File: src/rtl/jt51_noise_sched.sv
// Noise channel scheduler: divides the frame rate down to an LFSR shift
// strobe, captures the post-shift noise bit and produces a signed,
// envelope-scaled noise sample once per frame at slot 31.
module jt51_noise_sched (
    input  logic        rst,
    input  logic        clk,
    input  logic        cen,
    input  logic        zero,
    input  logic [4:0]  cycles,
    input  logic        ne,
    input  logic [4:0]  nfrq,
    input  logic [9:0]  eg,
    input  logic        lfsr_bit,
    output logic        base,
    output logic [11:0] out,
    output logic        out_valid
);

    logic [4:0]  cnt;
    logic [4:0]  term;
    logic        fire;
    logic        cap;
    logic        nbit;
    logic        upd;
    logic [9:0]  amp;
    logic [11:0] amp_pos;
    logic [11:0] out_next;

    // Divider terminal and fire decision; >= (not ==) so a lowered term
    // mid-count fires on the next strobe instead of wrapping through 31.
    always_comb begin
        term = ~nfrq;
        fire = zero && (cnt >= term);
    end

    // Output sample selection: +amp, -amp or silence when noise is off.
    always_comb begin
        upd     = (cycles == 5'd31);
        amp     = 10'd1023 - eg;
        amp_pos = {2'b00, amp};
        out_next = 12'd0;
        if (ne) begin
            out_next = nbit ? amp_pos : (12'd0 - amp_pos);
        end
    end

    // Frame counter: advances once per zero strobe, reloads on fire.
    always_ff @(posedge clk or posedge rst) begin
        if (rst) begin
            cnt <= 5'd0;
        end else if (cen && zero) begin
            cnt <= fire ? 5'd0 : cnt + 5'd1;
        end
    end

    // Shift strobe, then a one-cen delayed capture of the shifted LFSR bit.
    always_ff @(posedge clk or posedge rst) begin
        if (rst) begin
            base <= 1'b0;
            cap  <= 1'b0;
            nbit <= 1'b0;
        end else if (cen) begin
            base <= fire;
            cap  <= base;
            if (cap) begin
                nbit <= lfsr_bit;
            end
        end
    end

    // Sample register: nonblocking update uses nbit from before any capture.
    always_ff @(posedge clk or posedge rst) begin
        if (rst) begin
            out       <= 12'd0;
            out_valid <= 1'b0;
        end else if (cen) begin
            out_valid <= upd;
            if (upd) begin
                out <= out_next;
            end
        end
    end

endmodule

File: config.mk
export PLATFORM = sky130hd
export DESIGN_NAME = jt51_noise_sched
export DESIGN_NICKNAME = d
export VERILOG_FILES = /design/src/rtl/jt51_noise_sched.sv
export SDC_FILE = /design/constraint.sdc
export NUM_CORES = 1
export LEC_CHECK = 0
export BUFFER_PORTS_ARGS = -buffer_cell sky130_fd_sc_hd__buf_2
export CAP_MARGIN = 0
export CORE_MARGIN = 4
export CORE_UTILIZATION = 40
export DETAILED_ROUTE_END_ITERATION = 7
export GPL_ROUTABILITY_DRIVEN = 0
export PLACE_DENSITY = 0.76
export SLEW_MARGIN = 20
export SYNTH_ARGS = -nofsm -noshare
export SYNTH_HDL_FRONTEND = slang
export SYNTH_SLANG_ARGS = --single-unit
File: constraint.sdc
create_clock -name clk -period 1.6 [get_ports clk]
set_input_delay 0.32 -clock clk [delete_from_list [all_inputs] [get_ports clk]]
set_output_delay 0.32 -clock clk [all_outputs]
set_load 0.05 [all_outputs]
; Yosys cells after proc, flatten, opt, wreduce, memory -nomap -nowiden
; Index checks and enable logic that the tools add are counted.
; W data, S select, Z words.
[totals]
regBits = 21
input_bits = 26
output_inout_bits = 14
[op_classes]
addsub = 3
magnitude_cmp = 1
n_eq_ne = 1
n_mux = 3
bitwise = 1
n_reduce_logical = 4
[ops]
columns = operator, n
row1 = $mux W12, 2
row2 = $sub A1 B10 Y11 const A, 1
row3 = $sub A10 B10 Y10 const A, 1
row4 = $add A5 B1 Y5 const B, 1
row5 = $eq A5 B5 Y1 const B, 1
row6 = $ge A5 B5 Y1, 1
row7 = $mux W5, 1
row8 = $not A5 Y5, 1
row9 = $reduce_and A2 Y1, 2
row10 = $logic_and A1 B1 Y1, 2

; Longest topological paths before layout
; Gate-level depths: netlist of run 1.
[depth]
word_depth = 4
depth_mapped = 7
ltp_nobuf = 7

; Worst setup path after synthesis of run 1
; Ideal clock, no wire load.
[synth_path]
path_kind = reg-to-reg
startpoint = reg cnt[0]
endpoint = reg base
arrival_time_ps = 1442
path_slack_ps = 18
path_stages_with_launch = 8
path_buffers = 0
synth_period_minus_slack_ps = 1582
path_cell_list = dfrtp_1 > inv_1 > ha_1 > nand2b_1 > a21oi_1 > o21ai_1 > a21oi_1 > o22ai_1
[synth_between]
elab_chain_cells = 2
[synth_lines]
columns = item, line
row1 = from (decl), 19  ; logic [4:0] cnt;
row2 = from (signal assigned), 52  ; cnt <= fire ? 5'd0 : cnt + 5'd1;
row3 = $ge A5 B5 Y1, 33  ; fire = zero && (cnt >= term);
row4 = $logic_and A1 B1 Y1, 33
row5 = to (signal assigned), 63  ; base <= fire;
row6 = to (decl), 14  ; output logic base,
; No other way between the ends.
; A chain may end at the register's enable or synchronous reset.

; Worst setup path in the final report of run 1
[layout_path]
startpoint = reg cnt[0]
endpoint = reg cnt[3]
[layout_between]
elab_chain_cells = 3
elab_cells_between_ends = 4
cone_classes = add/sub: 1 / order compare: 1 / mux: 1 / reduce/logical: 1
[layout_lines]
columns = item, line
row1 = $ge A5 B5 Y1, 33
row2 = $logic_and A1 B1 Y1, 33
row3 = $mux W5 *, 52
; Mark *: on every way between the ends. The rest lies on a longest branch, timed or not.

==> out/results.tsv, run 1 <==
stage	metric	value	unit
power_and_ir_drop	clkPwrFrac	17.8	%
synthesis	synth.area.top_cells	dfrtp_1 43%, nand2_1 7.7%, ha_1 7.5%	
worst_setup_path	cp.required	1800	ps
synthesis	yosys.area.top_type	dfrtp_1	
synthesis	yosys.cell_types.count	35	
timing	hold_viol_final	0	
place	placed_cell_area	1393	um2
timing	layout_setup_ws	75.62	ps
global_routing	met2_usage	24.61	%
synthesis	synth_warnings	0	
final_layout	fin_util	53.67	%
global_routing	grt_use_total	14.40	%
cts	clockBufferDepth	2	
floorplan	std_cell_rows	19	
global_routing	use_met1	18.36	%
worst_setup_path	critPathMaxStageDelay	370	ps
floorplan	num_io_pins	40	
power_and_ir_drop	cellLeakagePower	0.7885	nW
worst_setup_path	arrival	1720	ps
floorplan	die_x	62.20	um
detailed_routing	wirelength	2802	um
timing	period_share	95.27	%
worst_setup_path	critical_path.cell_chain	inv_1 -> ha_1 -> nand2b_1 -> a21oi_2 -> o21ai_2 -> a21oi_1 -> buf_4 -> a22o_1	
final_layout	antenna_cells	0	
power_and_ir_drop	comb_power_share	47.8	%
power_and_ir_drop	p_total	2.316	mW
worst_setup_path	reg2reg_depth	8	
place	dp_hpwl	2093	um
power_and_ir_drop	power_switching	0.9595	mW
global_routing	met3_usage	2.523	%
worst_setup_path	cpLargestDelayFamily	compound AO/OA/AOI/OAI gates	
cts	hold_buffers	0	
status	status	completed	
run	cap_violations	0	
synthesis	syn_avg_cell_area	9.630	um2
worst_setup_path	r2r-start	cnt[0]	
floorplan	core	2781	um2
final_layout	design_area	1493	um2
final_layout	final_common_cell	buf_2	
timing	setup_violations	0	
cts	cts_tree	yes	
floorplan	die_area	3868	um2
final_layout	synthToLayoutAreaGrowth	27.05	%
final_layout	drive_gt1_share	37.95	%
global_routing	grt_start_max_net_pins	21	
power_and_ir_drop	internal-power	1.357	mW
synthesis	synth_seq_cells	20	
worst_setup_path	r2r_setup_slack	80	ps
timing	slew_headroom	74.03	%
timing	clock_skew	4.747	ps
synthesis	syn-num-nets	155	
synthesis	syn_area	1175	um2
final_layout	final_cell_mix	39 x buf_2, 24 x nand2_1, 19 x dfrtp_1	
detailed_routing	num_vias	1072	
power_and_ir_drop	p_sw_share	41.43	%
timing	tightest_slew	388.3	ps
hold_path	hold_class	input port to asynchronous set/reset pin	
detailed_routing	drt-initial-drc-count	46	
detailed_routing	drt_pre_antenna_iters	4	
global_routing	grt_overflow	0	
detailed_routing	wire_per_inst	14.22	um
power_and_ir_drop	power_density	1552	nW/um2
global_routing	grt_busiest_layer	met2	
power_and_ir_drop	ir_worst_vdd	994.4	uV
place	port_buffers	39	
cts	numCtsBuffers	3	
detailed_routing	ant_nets	0	
cts	cts_htree_levels	1	
worst_setup_path	cp-start-kind	flip-flop	
place	pre_cts_slack	-54.36	ps
final_layout	nFillCells	252	
synthesis	syn_inst	122	
floorplan	start_util	42.24	%
worst_setup_path	reg2reg_to	cnt[3]	
cts	clkLatencyLatePin	300	ps
worst_setup_path	path_class	flip-flop to flip-flop	
cts	clock-sinks	20	
detailed_routing	drc_errors	0	
power_and_ir_drop	p_seq_share	34.3	%
worst_setup_path	critPathSlowestCell	dfrtp_1	
synthesis	yosysTopAreaCellShare	42.60	%
cts	root_buffer	clkbuf_4	
synthesis	ys_seq_area_share	42.60	%
global_routing	antenna_found_initial	0	
timing	drv_slew	0	
cts	clk_pin_slew	120	ps
global_routing	grt_pass1_wl	4685	um
global_routing	grt_pass1_vias	1025	
floorplan	die_y	62.20	um
worst_setup_path	crit_path_end_kind	flip-flop	
timing	max_freq	656.0	MHz
timing	rsz0062_at_grt	no	
final_layout	nets	200	
worst_setup_path	path_buf_inv	2	
worst_setup_path	cp_max_fo	5	
timing	period_minus_slack	1524	ps
detailed_routing	viasPerCell	5.442	
registers in the layout (all words and copies together) (netlist names):
name / flops
out: 11
cap: 1
cnt: 5
out_valid: 1
base: 1
nbit: 1
worst min-delay path: cells and delay by family:
| family | cells | cell delay (ps) |
|---|---|---|
| buffers and inverters | 3 | 390 |
stage by stage:
step	setup TNS [ps]	cells	hold slack, ps
after floorplan	0	122	283.8
after global placement	0	190	354.0
after detailed placement	-129.0	190	360.8
after CTS	0	195	29.44
after global routing	0	197	34.43
final	0	197	20.78
repair_timing:
item / 4_1_cts / 5_1_grt
setup buffers: 1 / 2
gates resized for setup: 0 / 5
pin swaps: 0 / 2
endpoints found under the setup margin: 1 / 6
per-layer routing:
metal | vias to the layer above | wire, um
li1 | 520 | -
met1 | 515 | 1162
met2 | 33 | 1466
met3 | 4 | 126
met4 | 0 | 47
met5 | - | 0
final cells by class:
cell class	count	area [um2]	area share [%]
clock buffer	3	22.52	1.509
tap	31	38.79	2.598
multi-input combinational	91	636.9	42.67
timing repair buffer	45	240.2	16.09
inverter	6	22.52	1.509
clock inverter	1	30.03	2.012
sequential	20	501.7	33.61
power by group through the flow:
stage | clock, mW | sequential (mW) | combinational, mW
finish | 0.413 | 0.796 | 1.11
global route | 0.441 | 0.825 | 1.20
CTS | 0.417 | 0.794 | 1.02
detailed placement | 0 | 0.804 | 0.994
global placement | 0 | 0.792 | 0.949
floorplan | 0 | 0.990 | 0.540
logic make-up (layout without fill, tap and decap cells):
logic type | count (synthesis) | in the layout | synth area share (%)
multiplexers | 2 | 2 | 1.917
buffers and inverters | 11 | 55 | 5.218
adder cells (fa/ha/maj) | 7 | 7 | 7.454
AND/OR/NAND/NOR | 49 | 49 | 22.05
flip-flops | 20 | 20 | 42.60
AO/OA/AOI/OAI | 25 | 25 | 14.80
XOR/XNOR | 8 | 8 | 5.964
worst max path at each step:
stage	startpoint	endpoint	slack, ps	depth (start not counted)
4_1_cts	cnt[0]	cnt[0]	0.9	7
6_report	cnt[0]	cnt[3]	80	8
2_1_floorplan	cnt[0]	base	20	7
3_3_place_gp	nfrq[0]	cnt[0]	30	8
3_5_place_dp	nfrq[0]	cnt[0]	-50	8
5_1_grt	cnt[0]	base	4	8
Yosys cell counts:
| library cell | n |
|---|---|
| nand2_1 | 24 |
| xor2_1 | 3 |
| inv_1 | 6 |
| nand3b_1 | 1 |
| nand2b_1 | 1 |
| a21oi_1 | 5 |
| o22ai_1 | 1 |
| clkbuf_1 | 1 |
| a31oi_1 | 3 |
| a2111oi_2 | 1 |
| nor3_4 | 1 |
| nand4b_1 | 1 |
| nand4_1 | 2 |
| mux2_2 | 2 |
| or3_4 | 1 |
| and4_1 | 2 |
| and3_1 | 2 |
| nand2_4 | 1 |
| a41oi_1 | 1 |
| o21ai_1 | 2 |
| o21ai_0 | 3 |
| o2111ai_1 | 1 |
| buf_2 | 1 |
| nor3_1 | 2 |
| nand2_2 | 2 |
| a22o_1 | 4 |
| o21ai_2 | 1 |
| ha_1 | 7 |
| nand3_1 | 7 |
| dfrtp_1 | 20 |
| nor2_1 | 2 |
| a21o_1 | 3 |
| buf_6 | 2 |
| buf_4 | 1 |
| xnor2_1 | 5 |
No activity file was read; power rests on OpenSTA's default activity.
==> inputs of run 2 (changes only) <==
--- a/config.mk
+++ b/config.mk
@@ -11,7 +11,7 @@
 export CORE_UTILIZATION = 40
 export DETAILED_ROUTE_END_ITERATION = 7
 export GPL_ROUTABILITY_DRIVEN = 0
-export PLACE_DENSITY = 0.76
+export PLACE_DENSITY = 0.73
 export SLEW_MARGIN = 20
 export SYNTH_ARGS = -nofsm -noshare
 export SYNTH_HDL_FRONTEND = slang
==> constraint.sdc (replaced) <==
create_clock -name clk -period 1.5 [get_ports clk]
set_input_delay 0.3 -clock clk [delete_from_list [all_inputs] [get_ports clk]]
set_output_delay 0.3 -clock clk [all_outputs]
set_load 0.05 [all_outputs]
==> out/results.tsv, run 2 (same netlist as run 1, synthesis figures left out) <==
stage	metric	value	unit
detailed_routing	drc_errors	0	
place	dp_hpwl	2071	um
timing	tightest_slew	353.3	ps
timing	period_minus_slack	1492	ps
cts	clockBufferDepth	2	
global_routing	grt_use_total	13.50	%
detailed_routing	drt-initial-drc-count	22	
status	status	completed	
worst_setup_path	r2r-start	cnt[0]	
floorplan	core	2781	um2
final_layout	final_common_cell	buf_2	
cts	clk_pin_slew	100	ps
worst_setup_path	arrival	1720	ps
timing	hold_ws	14.71	ps
detailed_routing	wirelength	2516	um
worst_setup_path	cp.required	1730	ps
worst_setup_path	reg2reg_depth	7	
timing	max_freq	670.1	MHz
final_layout	fin_util	52.36	%
final_layout	drive_gt1_share	36.59	%
floorplan	num_io_pins	40	
cts	cts_htree_levels	1	
floorplan	std_cell_rows	19	
timing	setup_violations	0	
global_routing	grt_start_max_net_pins	21	
worst_setup_path	crit_path_end_kind	flip-flop	
worst_setup_path	cp-start-kind	flip-flop	
worst_setup_path	path_class	flip-flop to flip-flop	
floorplan	die_area	3868	um2
final_layout	final_cell_mix	39 x buf_2, 24 x nand2_1, 20 x dfrtp_1	
hold_path	hold_class	input port to asynchronous set/reset pin	
detailed_routing	num_vias	1013	
global_routing	grt_pass1_vias	1049	
timing	period_share	99.49	%
power_and_ir_drop	p_total	2.230	mW
detailed_routing	viasPerCell	5.195	
final_layout	synthToLayoutAreaGrowth	23.96	%
floorplan	die_y	62.20	um
floorplan	die_x	62.20	um
timing	slew_headroom	76.37	%
final_layout	reg.largest.list	out: 11 flops, cnt: 5 flops	
timing	rsz0062_at_grt	yes	
global_routing	antenna_found_initial	0	
cts	cts_tree	yes	
final_layout	nets	199	
run	cap_violations	0	
power_and_ir_drop	power_density	1532	nW/um2
worst_setup_path	reg2reg_to	cnt[1]	
detailed_routing	ant_nets	0	
floorplan	start_util	42.24	%
global_routing	grt_overflow	0	
final_layout	antenna_cells	0	
cts	clock-sinks	20	
detailed_routing	wire_per_inst	12.90	um
cts	numCtsBuffers	3	
cts	hold_buffers	0	
worst_setup_path	cp_max_fo	5	
timing	clock_skew	2.562	ps
final_layout	top_register	out	
timing	drv_slew	0	
power_and_ir_drop	cellLeakagePower	0.7773	nW
global_routing	grt_pass1_wl	4429	um
worst_setup_path	r2r_setup_slack	8	ps
place	port_buffers	39	
cts	clkLatencyLatePin	280	ps
cts	root_buffer	clkbuf_4	
final_layout	largest_reg_flops	11	
detailed_routing	drt_pre_antenna_iters	4	
cts	postCtsSetupBuffers	0	
timing	setup_tns	0	ps
timing	hold_viol_final	0	
power_and_ir_drop	ir_worst_vdd	845.4	uV
-- run 2: changes by cell type in the layout (fill, tap and decap cells not counted) --
cell       before  now
buf_4           6    5
a21oi_4         0    1
dfrtp_2         1    0
bufinv_16       1    0
ha_1            6    7
dfrtp_1        19   20
nand2b_1        1    0
a21oi_2         2    1
nand2b_4        0    1
ha_4            1    0
-- run 2: worst max path at each step --
stage / start / to / slack, ps
floorplan: cnt[0] / cnt[0] / -10
global placement: nfrq[0] / base / -30
detailed placement: nfrq[0] / base / -150
CTS: cnt[0] / cnt[0] / -30
global route: cnt[0] / cnt[1] / -90
finish: cnt[0] / cnt[1] / 8
-- run 2: area by class of cell --
cell class                 instances  area [um2]
sequential                        20       500.5
timing repair buffer              44       232.7
tap                               31       38.79
clock buffer                       3       22.52
inverter                           6       22.52
fill                             258        1325
multi-input combinational         91       639.4
-- run 2: metrics by stage --
stage	cell area, um2	setup WS (ps)	std cells
floorplan	1179	-10.93	122
global placement	1411	-30.28	192
detailed placement	1411	-150.8	192
CTS	1449	-30.94	195
global route	1456	-90.84	195
finish	1456	7.588	195
-- run 2: power by group --
part | switching (mW) | total, mW | internal [mW]
combinational | 0.699 | 1.17 | 0.474
clock | 0.146 | 0.239 | 0.0932
sequential | 0.128 | 0.818 | 0.690
total | 0.973 | 2.23 | 1.26
-- run 2: routing by layer --
metal | wire [um] | global-route usage (%)
met4 | 22 | 4.878
met3 | 123 | 2.703
met5 | 0 | 0
met1 | 1110 | 17.24
met2 | 1260 | 22.41
-- run 2: what timing repair did --
action	4_1_cts	5_1_grt
endpoints found under the setup margin	6	6
pin swaps	4	0
gates resized for setup	3	1
-- run 2: critical path, stage by stage (launching register included) --
cell and delay [ps]:
dfrtp_1 370, inv_1 50, ha_1 260, nand2b_4 150, a21oi_4 110, o21ai_2 80, a21oi_2 240, a22o_1 170
